`src/rtl/apb_slave_regfile.sv`:
```
// APB slave register file: eight RW byte registers, a read-only ID register
// and a saturating error counter, with a configurable number of wait states.
module apb_slave_regfile #(
  parameter int unsigned WAIT_STATES = 1,
  parameter logic [7:0]  ID_VALUE    = 8'hA5
) (
  input  logic       pclk,
  input  logic       preset,
  input  logic       psel,
  input  logic       penable,
  input  logic       pwrite,
  input  logic [7:0] paddr,
  input  logic [7:0] pwdata,
  output logic [7:0] prdata,
  output logic       pready,
  output logic       pslverr
);

  // state  | meaning
  // IDLE   | no transfer in progress, waiting for a setup phase
  // ACCESS | transfer latched, counting wait states until completion
  typedef enum logic [0:0] {
    IDLE   = 1'b0,
    ACCESS = 1'b1
  } state_t;

  localparam logic [7:0] ADDR_ID     = 8'h10;
  localparam logic [7:0] ADDR_ERRCNT = 8'h11;

  state_t      state_q, state_d;
  logic [3:0]  cnt_q, cnt_d;
  logic [7:0]  addr_q, addr_d;
  logic        write_q, write_d;
  logic [7:0]  wdata_q, wdata_d;
  logic        err_q, err_d;
  logic [7:0]  regs_q [8];
  logic [7:0]  regs_d [8];
  logic [7:0]  errcnt_q, errcnt_d;
  logic [7:0]  rd_val;

  // Unmapped addresses and writes to the read-only ID register are errors.
  function automatic logic addr_error(input logic [7:0] a, input logic wr);
    logic mapped;
    mapped = (a < 8'h08) || (a == ADDR_ID) || (a == ADDR_ERRCNT);
    return !mapped || (wr && (a == ADDR_ID));
  endfunction

  // Completion strobe and error response derived from the latched transfer.
  always_comb begin
    pready  = (state_q == ACCESS) && (cnt_q == 4'd0);
    pslverr = pready && err_q;
  end

  // Read mux over the address map; data is only driven on a clean read completion.
  always_comb begin
    rd_val = 8'h00;
    if (addr_q < 8'h08)            rd_val = regs_q[addr_q[2:0]];
    else if (addr_q == ADDR_ID)    rd_val = ID_VALUE;
    else if (addr_q == ADDR_ERRCNT) rd_val = errcnt_q;
    prdata = (pready && !write_q && !err_q) ? rd_val : 8'h00;
  end

  // Next-state logic: setup capture, wait countdown, completion, abort.
  always_comb begin
    state_d  = state_q;
    cnt_d    = cnt_q;
    addr_d   = addr_q;
    write_d  = write_q;
    wdata_d  = wdata_q;
    err_d    = err_q;
    regs_d   = regs_q;
    errcnt_d = errcnt_q;
    case (state_q)
      IDLE: begin
        // psel with penable already high here is a protocol violation and is ignored
        if (psel && !penable) begin
          state_d = ACCESS;
          addr_d  = paddr;
          write_d = pwrite;
          wdata_d = pwdata;
          cnt_d   = 4'(WAIT_STATES);
          err_d   = addr_error(paddr, pwrite);
        end
      end
      ACCESS: begin
        if (!psel) begin
          state_d = IDLE;
        end else if (penable) begin
          if (cnt_q != 4'd0) begin
            cnt_d = cnt_q - 4'd1;
          end else begin
            state_d = IDLE;
            if (err_q) begin
              if (errcnt_q != 8'hFF) errcnt_d = errcnt_q + 8'd1;
            end else if (write_q) begin
              if (addr_q < 8'h08)              regs_d[addr_q[2:0]] = wdata_q;
              else if (addr_q == ADDR_ERRCNT)  errcnt_d = 8'h00;
            end
          end
        end
      end
      default: state_d = IDLE;
    endcase
  end

  // State registers with synchronous reset that discards any transfer in flight.
  always_ff @(posedge pclk) begin
    if (preset) begin
      state_q  <= IDLE;
      cnt_q    <= 4'd0;
      addr_q   <= 8'h00;
      write_q  <= 1'b0;
      wdata_q  <= 8'h00;
      err_q    <= 1'b0;
      errcnt_q <= 8'h00;
      for (int i = 0; i < 8; i++) regs_q[i] <= 8'h00;
    end else begin
      state_q  <= state_d;
      cnt_q    <= cnt_d;
      addr_q   <= addr_d;
      write_q  <= write_d;
      wdata_q  <= wdata_d;
      err_q    <= err_d;
      errcnt_q <= errcnt_d;
      for (int i = 0; i < 8; i++) regs_q[i] <= regs_d[i];
    end
  end

endmodule

```
`config.mk`:
```
export PLATFORM = sky130hd
export DESIGN_NAME = apb_slave_regfile
export DESIGN_NICKNAME = d
export VERILOG_FILES = /design/src/rtl/apb_slave_regfile.sv
export SDC_FILE = /design/constraint.sdc
export NUM_CORES = 1
export LEC_CHECK = 0
export BUFFER_PORTS_ARGS = -buffer_cell sky130_fd_sc_hd__buf_4
export CAP_MARGIN = 20
export CORE_UTILIZATION = 30
export DETAILED_ROUTE_END_ITERATION = 8
export PLACE_DENSITY = 0.43
export SLEW_MARGIN = 25
export SYNTH_ARGS = -nofsm -noshare
export SYNTH_HDL_FRONTEND = slang
export SYNTH_SLANG_ARGS = --single-unit
```
`constraint.sdc`:
```
create_clock -name pclk -period 6.7 [get_ports pclk]
set_input_delay 0.335 -clock pclk [delete_from_list [all_inputs] [get_ports pclk]]
set_output_delay 0.335 -clock pclk [all_outputs]
set_load 0.02 [all_outputs]
```
==> impl_metrics.py, run 1 <==
metrics = {
    "run_status": {
        "status": "finished, final reports clean",
    },
    "drt": {
        "vias_per_cell": 5.07,
        "vias": 3525,
        "met3_length_um": 436,
        "ant_nets": 0,
        "first_pass_iters": 5,
        "wirelength_met1_um": 5700,
        "met2_length_um": 5520,
        "drc_errors": 0,
        "drt_first_iter_violations": 212,
        "routed_wl_um": 11900,
        "wl_per_cell_um": 17.1,
        "top_layer_used": "met4",
    },
    "placed_design": {
        "placed_cells": 679,
        "dp_hpwl_um": 8140,
        "port-buffer-count": 30,
        "place_congestion": 0.825,
    },
    "sta": {
        "fin_crit_sh": 0.470,
        "min_period_ns": 3.15,
        "setup_viol": 0,
        "tightest_slew_ns": 0.783,
        "rsz0062_at_grt": "false",
        "slew_viol_final": 0,
        "worst_clock_skew_ns": 0.00743,
        "fin_tns_setup_ns": 0,
        "slew_headroom": 0.478,
        "fmax_mhz": 318,
        "finalHoldViolations": 0,
    },
    "synthesis": {
        "yosysWarnings": 0,
        "synth_cells": 490,
        "synth-seq-cells": 95,
        "ys_types": 50,
        "synth_edf_count": 0,
        "seq_area_frac_synth": 0.425,
        "async_reset_ff_frac": 0,
        "synthesis.area_mm2": 0.00447,
        "synth_nets": 513,
        "yosys_most_used_dff": "dfxtp_1",
        "syn_avg_cell_area_um2": 9.13,
    },
    "power_and_ir_drop": {
        "comb_power_share": 0.068,
        "p_int_mw": 0.897,
        "finalPower_mw": 1.17,
        "p_leak_nw": 2.16,
        "switching_share": 0.233,
        "pwr-share-seq": 0.494,
        "clock_power_share": 0.438,
        "power_switching_mw": 0.273,
        "powerDensity_mw_per_mm2": 227,
        "ir_worst_vdd_mv": 0.121,
    },
    "floorplanning": {
        "start_util": 0.308,
        "die_h_um": 124,
        "die_w_um": 124,
        "coreArea_mm2": 0.0145,
        "num_rows": 44,
        "io_pins": 31,
        "die-area_mm2": 0.0154,
    },
    "setup_path": {
        "critPathTopFamily": "simple AND/OR/NAND/NOR gates",
        "cp_slowest_stage_delay_ns": 0.58,
        "crit_arrival_ns": 2.81,
        "rr_worst_depth": 6,
        "cp.buffers_inverters": 2,
        "worst-path-stages": 6,
        "crit_required_ns": 6.36,
        "worstSetupPathType": "reg2out",
        "worstPathMaxFanout": 16,
        "cp_common_cell": "buf_4",
        "cpMaxStageDelayCell": "dfxtp_1",
        "reg2reg_slack_ns": 3.97,
        "worstPathCellList": "buf_4, nor2b_1, and3_1, nand2_1, a221oi_1, buf_4",
        "cp-end-kind": "output pin",
        "critPathLaunchType": "flop",
    },
    "grt": {
        "grt_pass1_wl_um": 19300,
        "grt_pass1_vias": 3548,
        "grtUsageTotal": 0.170,
        "antenna_found_initial": 0,
        "grt_overflow_total": 0,
        "grt_max_degree": 78,
    },
    "flow_run": {
        "max_cap_violations": 0,
    },
    "clock_network": {
        "insertion_delay_ns": 0.34,
        "clk_pin_slew_ns": 0.07,
        "cts_root_buf": "clkbuf_16",
        "cts_setup_buffers": 0,
        "post_cts_resized": 0,
        "cts_buffers": 9,
        "cts_sinks": 95,
        "clock_path_buffers": 2,
        "cts_tree": "yes",
        "cts_hold_buf": 0,
        "h-tree-depth": 3,
    },
    "final_layout": {
        "fillCellCount": 1516,
        "syn_to_final_growth_pct": 15.0,
        "fin_nets": 529,
        "area.sequential_mm2": 0.00190,
        "layout_common_cells": "nand2_1 (127), dfxtp_1 (95), mux2i_1 (73)",
        "final_common_cell": "nand2_1",
        "fin_cells": 695,
        "drive_above_1_share": 0.147,
        "multiInputGateArea_mm2": 0.00241,
        "antenna_cells": 0,
    },
    "worst_hold_path": {
        "holdPathStages": 2,
        "hold_class": "in2reg",
    },
}
## worst register-to-register path: cells and delay by family (launching register included)
family	cells	cell delay (ns)
DFF	1	0.32
adders and majority gates	1	0.18
muxes	1	0.26
and+or+nand+nor	3	1.82
buffers and inverters	1	0.07
## flip-flops by register name, summed over array words and instances, names as in the netlist
register and flops:
err_q 1, state_q 1, wdata_q 8, write_q 1
cnt_q 4, errcnt_q 8, addr_q 8, regs_q 64
## cell families (layout without fill, tap and decap cells)
kind of cell	count (synthesis)	after routing	synth area share
AND/OR/NAND/NOR	199	199	0.217
flip-flops	95	95	0.425
buffers and inverters	43	64	0.0369
adder cells (fa/ha/maj)	2	2	0.00559
multiplexers	83	83	0.211
AO/OA/AOI/OAI	66	66	0.100
XOR/XNOR	2	2	0.00392
## layer usage
metal	global-route usage	vias up
met5	0	-
met4	0.0804	0
met3	0.0339	14
met2	0.269	66
met1	0.220	1679
li1	-	1766
## per-stage QoR
| step | area [um2] | setup slack, ns | utilization | hold WS [ns] |
|---|---|---|---|---|
| after floorplan | 4470 | 4.07 | - | 0.422 |
| after global placement | 4860 | 3.93 | 0.334 | 0.439 |
| after detailed placement | 4860 | 3.87 | 0.334 | 0.447 |
| after CTS | 5150 | 3.51 | 0.354 | 0.175 |
| after global routing | 5150 | 3.22 | 0.354 | 0.197 |
| final | 5150 | 3.55 | 0.354 | 0.191 |
## cell usage after synthesis (4+ instances only)
| cell type | instances | share of area |
|---|---|---|
| nand4_1 | 4 | 0.0056 |
| dfxtp_1 | 95 | 0.43 |
| a211oi_1 | 4 | 0.0067 |
| mux4_2 | 9 | 0.045 |
| o31ai_1 | 4 | 0.0067 |
| nor3_1 | 7 | 0.0078 |
| nor2_1 | 12 | 0.010 |
| mux2i_1 | 73 | 0.16 |
| and3_1 | 6 | 0.0084 |
| nand3_1 | 7 | 0.0078 |
| nand2_1 | 127 | 0.11 |
| nor3b_1 | 4 | 0.0067 |
| inv_1 | 12 | 0.010 |
| o21ai_0 | 5 | 0.0056 |
| clkbuf_1 | 25 | 0.021 |
| a21oi_1 | 25 | 0.028 |
| buf_1 | 4 | 0.0034 |
| nor4_1 | 4 | 0.0056 |
| nor2b_1 | 7 | 0.0098 |
| a221oi_1 | 6 | 0.012 |
## area by class of cell
type,instances,area share
clock buffers,12,0.0479
clock inverters,4,0.00875
inverters,13,0.00948
multi-input cells,352,0.469
flip-flops and latches,95,0.369
well taps,184,0.0447
repair buffers,35,0.0510
## power by group through the flow
stage	clock network, mW	logic, mW	registers [mW]
2_1_floorplan	0	0.0548	0.587
3_3_place_gp	0	0.0804	0.591
3_5_place_dp	0	0.0806	0.591
4_1_cts	0.530	0.0808	0.578
5_1_grt	0.551	0.0883	0.579
6_report	0.513	0.0795	0.578
## final timing paths
kind                    from    endpoint
setup reg to reg    cnt_q[0]  regs_q[60]
hold / removal       penable     state_q
setup / recovery   addr_q[0]   prdata[5]
hold reg to reg   regs_q[61]  regs_q[61]
No activity file was read; power rests on OpenSTA's default activity.
==> run 2: changes to the inputs <==
ABC_AREA = 1   (was not set)
clock period = 3 ns   (was 6.7 ns; I/O delays follow)
==> impl_metrics.py, run 2 <==
metrics = {
    "worst_hold_path": {
        "min_to": "wdata_q[7]",
        "hold_class": "in2reg",
        "hold_start": "pwdata[7]",
        "holdPathStages": 3,
    },
    "clock_network": {
        "cts_sinks": 95,
        "cts_buffers": 9,
        "clk_pin_slew_ns": 0.07,
        "h-tree-depth": 3,
        "cts_setup_buffers": 0,
        "insertion_delay_ns": 0.35,
        "cts_root_buf": "clkbuf_16",
        "cts_tree": "yes",
        "post_cts_resized": 0,
        "cts_hold_buf": 0,
        "clock_path_buffers": 2,
    },
    "drt": {
        "wl_per_cell_um": 13.3,
        "drt_first_iter_violations": 171,
        "vias_per_cell": 4.47,
        "vias": 4616,
        "routed_wl_um": 13700,
        "first_pass_iters": 4,
        "ant_nets": 0,
        "drc_errors": 0,
    },
    "setup_path": {
        "worstReg2RegEnd": "regs_q[40]",
        "crit_arrival_ns": 2.37,
        "worstPathMaxFanout": 12,
        "rr_startpoint": "addr_q[2]",
        "worstSetupPathType": "reg2out",
        "critPathLaunchType": "flop",
        "reg2reg_slack_ns": 0.70,
        "crit_required_ns": 2.85,
        "cp-end-kind": "output pin",
        "rr_worst_depth": 7,
    },
    "final_layout": {
        "fin_cells": 1032,
        "final_common_cell": "nand2_1",
        "syn_to_final_growth_pct": 13.3,
        "antenna_cells": 0,
        "drive_above_1_share": 0.0699,
        "regMostFlops": "regs_q",
        "layout_common_cells": "nand2_1 (249), nor2_1 (175), inv_1 (104)",
        "largest_register_ffs": 64,
        "fin_nets": 837,
    },
    "run_status": {
        "status": "finished, final reports clean",
    },
    "synthesis": {
        "synth_top_cell_by_area": "dfxtp_1",
        "seq_area_frac_synth": 0.392,
        "yosysWarnings": 0,
        "synth_top_area_frac": 0.392,
        "synthesis.area_mm2": 0.00485,
        "yosys.cell_count.top_type": "nand2_1",
        "synth_area_leaders": "dfxtp_1 (39%), nand2_1 (19%), nor2_1 (14%), inv_1 (8.0%), o21ai_0 (4.8%)",
        "synth_nets": 824,
        "syn_avg_cell_area_um2": 6.06,
        "yosys_most_used_dff": "dfxtp_1",
        "synth_common_cells": "nand2_1 (249), nor2_1 (175), inv_1 (104)",
        "async_reset_ff_frac": 0,
        "synth_cells": 801,
        "synth_edf_count": 0,
        "ys_types": 26,
        "synth-seq-cells": 95,
    },
    "grt": {
        "grtUsageTotal": 0.181,
        "grt_max_degree": 53,
        "grt_pass1_wl_um": 22800,
        "grt_overflow_total": 0,
        "grt_pass1_vias": 4429,
        "antenna_found_initial": 0,
    },
    "floorplanning": {
        "num_rows": 46,
        "io_pins": 31,
        "die_w_um": 129,
        "start_util": 0.307,
        "die_h_um": 129,
        "die-area_mm2": 0.0167,
        "coreArea_mm2": 0.0158,
    },
    "power_and_ir_drop": {
        "ir_worst_vdd_mv": 0.287,
        "powerDensity_mw_per_mm2": 493,
        "p_leak_nw": 2.85,
    },
    "placed_design": {
        "place_congestion": 0.785,
        "placed_cells": 1019,
        "port-buffer-count": 30,
        "dp_hpwl_um": 9720,
    },
    "sta": {
        "slew_viol_final": 0,
        "rsz0062_at_grt": "false",
        "slew_headroom": 0.393,
        "min_period_ns": 2.52,
        "fin_tns_setup_ns": 0,
        "worst_clock_skew_ns": 0.00620,
        "fin_crit_sh": 0.841,
        "tightest_slew_ns": 0.909,
        "finalHoldViolations": 0,
        "setup_viol": 0,
        "fmax_mhz": 396,
    },
    "flow_run": {
        "max_cap_violations": 0,
    },
}
==> run 2: cell types whose count changed after synthesis, sizes merged, moves of 20 or more <==
cell,delta
mux2i,-73
buf,+20
o21ai,+42
nand2,+122
nor2,+163
inv,+91
==> run 2: area by class of cell <==
type / instances / area (um2)
Sequential cell: 95 / 1900
Clock inverter: 4 / 50.0
Clock buffer: 9 / 225
Tap cell: 216 / 270
Inverter: 107 / 402
Multi-Input combinational cell: 561 / 2350
Fill cell: 1768 / 10300
Timing Repair Buffer: 40 / 300
==> run 2: worst max path at each step <==
| stage | endpoint | from | cells past startpoint |
|---|---|---|---|
| finish | prdata[4] | addr_q[2] | 7 |
| CTS | prdata[4] | addr_q[2] | 7 |
| global route | prdata[4] | addr_q[2] | 7 |
| global placement | errcnt_q[4] | err_q | 7 |
| detailed placement | regs_q[41] | addr_q[2] | 7 |
| floorplan | prdata[6] | addr_q[0] | 10 |
==> run 2: power breakdown <==
part | internal, mW | leakage [nW] | switching (mW)
clock network | 0.631 | 0.129 | 0.492
logic | 0.0855 | 1.95 | 0.175
registers | 1.28 | 0.769 | 0.0439
total | 2.00 | 2.85 | 0.712
==> run 2: cells by family (layout without fill, tap and decap cells) <==
family,Yosys count,count (layout),share of synthesized area
buffers and inverters,145,160,0.125
XOR/XNOR,1,1,0.00181
adder cells (fa/ha/maj),2,2,0.00516
AND/OR/NAND/NOR,469,469,0.379
AO/OA/AOI/OAI,89,89,0.0972
flip-flops,95,95,0.392
==> run 2: critical path, stage by stage, from the launching register on <==
cell and delay (ns):
dfxtp_1 0.58, clkinv_1 0.39, nand3_1 0.37, o22ai_1 0.13, nor2_1 0.14, nand2_1 0.06, a21oi_1 0.16, buf_4 0.17
==> run 2: layer usage <==
layer,track usage,part of all wire,vias to the layer above,routed length [um]
li1,-,-,2457,-
met1,0.234,0.48,2071,6650
met2,0.294,0.45,69,6170
met3,0.0256,0.035,19,478
met4,0.0920,0.032,0,441
met5,0,0,-,0
==> run 2: stage by stage <==
step	hold WS, ns	area (um2)	utilization	worst slack [ns]	power [mW]
6_report	0.0196	5500	0.347	0.477	2.71
5_1_grt	0.0238	5500	0.347	0.260	2.83
4_1_cts	0.0114	5500	0.347	0.415	2.75
3_5_place_dp	0.376	5220	0.330	0.722	1.62
3_3_place_gp	0.372	5220	0.330	0.745	1.62
2_1_floorplan	0.285	4850	-	1.16	1.51
==> run 3: changes to the inputs <==
clock period = 2.5 ns   (was 3 ns; I/O delays follow)
==> impl_metrics.py, run 3 (synthesis gave the netlist of run 2 again) <==
metrics = {
    "setup_path": {
        "crit_required_ns": 2.38,
        "cp.buffers_inverters": 2,
        "cpMaxStageDelayCell": "dfxtp_1",
        "reg2reg_slack_ns": 0.45,
        "cp_slowest_stage_delay_ns": 0.42,
        "rr_startpoint": "cnt_q[0]",
        "cp_common_cell": "a21oi_1",
        "worstSetupPathType": "reg2out",
        "worstPathMaxFanout": 12,
        "crit_arrival_ns": 2.12,
        "rr_worst_depth": 9,
        "critPathTopFamily": "compound AO/OA/AOI/OAI gates",
        "worstPathCellList": "inv_1, nand3_1, a21oi_1, o21ai_0, a21oi_1, buf_4",
        "worstReg2RegEnd": "regs_q[16]",
        "critPathLaunchType": "flop",
        "cp-end-kind": "output pin",
    },
    "sta": {
        "fin_hold_ws_ns": 0.00270,
        "finalHoldViolations": 0,
        "slew_viol_final": 0,
        "fin_tns_setup_ns": 0,
        "min_period_ns": 2.24,
        "tightest_slew_ns": 0.631,
        "fin_crit_sh": 0.896,
        "fmax_mhz": 446,
        "rsz0062_at_grt": "false",
        "worst_clock_skew_ns": 0.00739,
        "slew_headroom": 0.579,
        "setup_viol": 0,
    },
    "grt": {
        "antenna_found_initial": 0,
        "grt_overflow_total": 0,
        "grt_pass1_vias": 4515,
        "grt_max_degree": 37,
        "grt_pass1_wl_um": 22500,
        "grtUsageTotal": 0.177,
    },
    "clock_network": {
        "cts_tree": "yes",
        "cts_sinks": 95,
        "cts_buffers": 9,
        "cts_root_buf": "clkbuf_16",
        "h-tree-depth": 3,
        "clk_pin_slew_ns": 0.07,
        "clock_path_buffers": 2,
        "insertion_delay_ns": 0.35,
    },
    "floorplanning": {
        "num_rows": 46,
        "coreArea_mm2": 0.0158,
        "die-area_mm2": 0.0167,
        "die_w_um": 129,
        "die_h_um": 129,
        "start_util": 0.307,
        "io_pins": 31,
    },
    "final_layout": {
        "antenna_cells": 0,
        "fin_nets": 858,
        "drive_above_1_share": 0.0882,
        "final_area_mm2": 0.00571,
        "postLayoutCoreUtil": 0.360,
        "final_common_cell": "nand2_1",
        "fillCellCount": 1735,
        "syn_to_final_growth_pct": 17.6,
        "regMostFlops": "regs_q",
        "layout_common_cells": "nand2_1 (249), nor2_1 (174), inv_1 (104)",
        "largest_register_ffs": 64,
    },
    "placed_design": {
        "place_congestion": 0.802,
        "port-buffer-count": 30,
        "place_area_mm2": 0.00534,
        "dp_hpwl_um": 9750,
    },
    "worst_hold_path": {
        "hold_start": "pwdata[6]",
        "holdPathStages": 3,
        "min_to": "wdata_q[6]",
        "hold_class": "in2reg",
    },
    "power_and_ir_drop": {
        "powerDensity_mw_per_mm2": 576,
        "ir_worst_vdd_mv": 0.289,
        "finalPower_mw": 3.29,
        "p_leak_nw": 2.96,
    },
    "drt": {
        "wl_per_cell_um": 12.8,
        "ant_nets": 0,
        "drc_errors": 0,
        "vias": 4699,
        "first_pass_iters": 5,
        "drt_first_iter_violations": 177,
        "vias_per_cell": 4.45,
        "routed_wl_um": 13500,
    },
    "flow_run": {
        "max_cap_violations": 0,
    },
    "run_status": {
        "status": "finished, final reports clean",
    },
}
[run 3: cell type report]
| class | instances | area (um2) | area share |
|---|---|---|---|
| clock inverters | 6 | 61.3 | 0.0107 |
| repair buffers | 61 | 492 | 0.0862 |
| inverters | 107 | 402 | 0.0704 |
| multi-input cells | 561 | 2350 | 0.413 |
| flip-flops and latches | 95 | 1900 | 0.333 |
| well taps | 216 | 270 | 0.0474 |
| clock buffers | 9 | 225 | 0.0395 |
[run 3: worst register-to-register path: cells and delay by family (launching register included)]
family	cells	cell delay, ns
buf+inv	3	0.50
flops	1	0.33
simple gates	5	0.93
fa+ha+maj	1	0.19
[run 3: where the power goes]
group	internal, mW	leakage [nW]	total (mW)	switching [mW]
sequential	1.54	0.769	1.58	0.0430
combinational	0.119	2.05	0.336	0.217
clock	0.768	0.141	1.37	0.604
[run 3: how the worst max path moves through the flow]
stage | startpoint | end | cells past startpoint
after floorplan | addr_q[0] | prdata[6] | 10
after global placement | cnt_q[0] | regs_q[21] | 9
after detailed placement | cnt_q[0] | regs_q[16] | 9
after CTS | cnt_q[1] | prdata[7] | 9
after global routing | addr_q[0] | prdata[6] | 10
final | addr_q[0] | prdata[7] | 6
[run 3: timing repair]
action,4_1_cts,5_1_grt
resized for setup,0,3
buffers inserted,0,0
hold buffers,7,0
endpoints found under the hold margin,7,0
setup endpoints to repair,0,8
[run 3: stage by stage]
stage | worst slack (ns) | cells
after global routing | 0.0190 | 1055
final | 0.259 | 1055
after CTS | 0.0988 | 1055
after detailed placement | 0.462 | 1033
after floorplan | 0.680 | 801
after global placement | 0.524 | 1033
[run 3: per-layer routing]
layer  up-vias  wire [um]  track usage
met5         -          0            0
met3        12        373       0.0223
met1      2126       6510        0.225
met4         0        223       0.0706
met2        63       6350        0.302
li1       2498          -            -
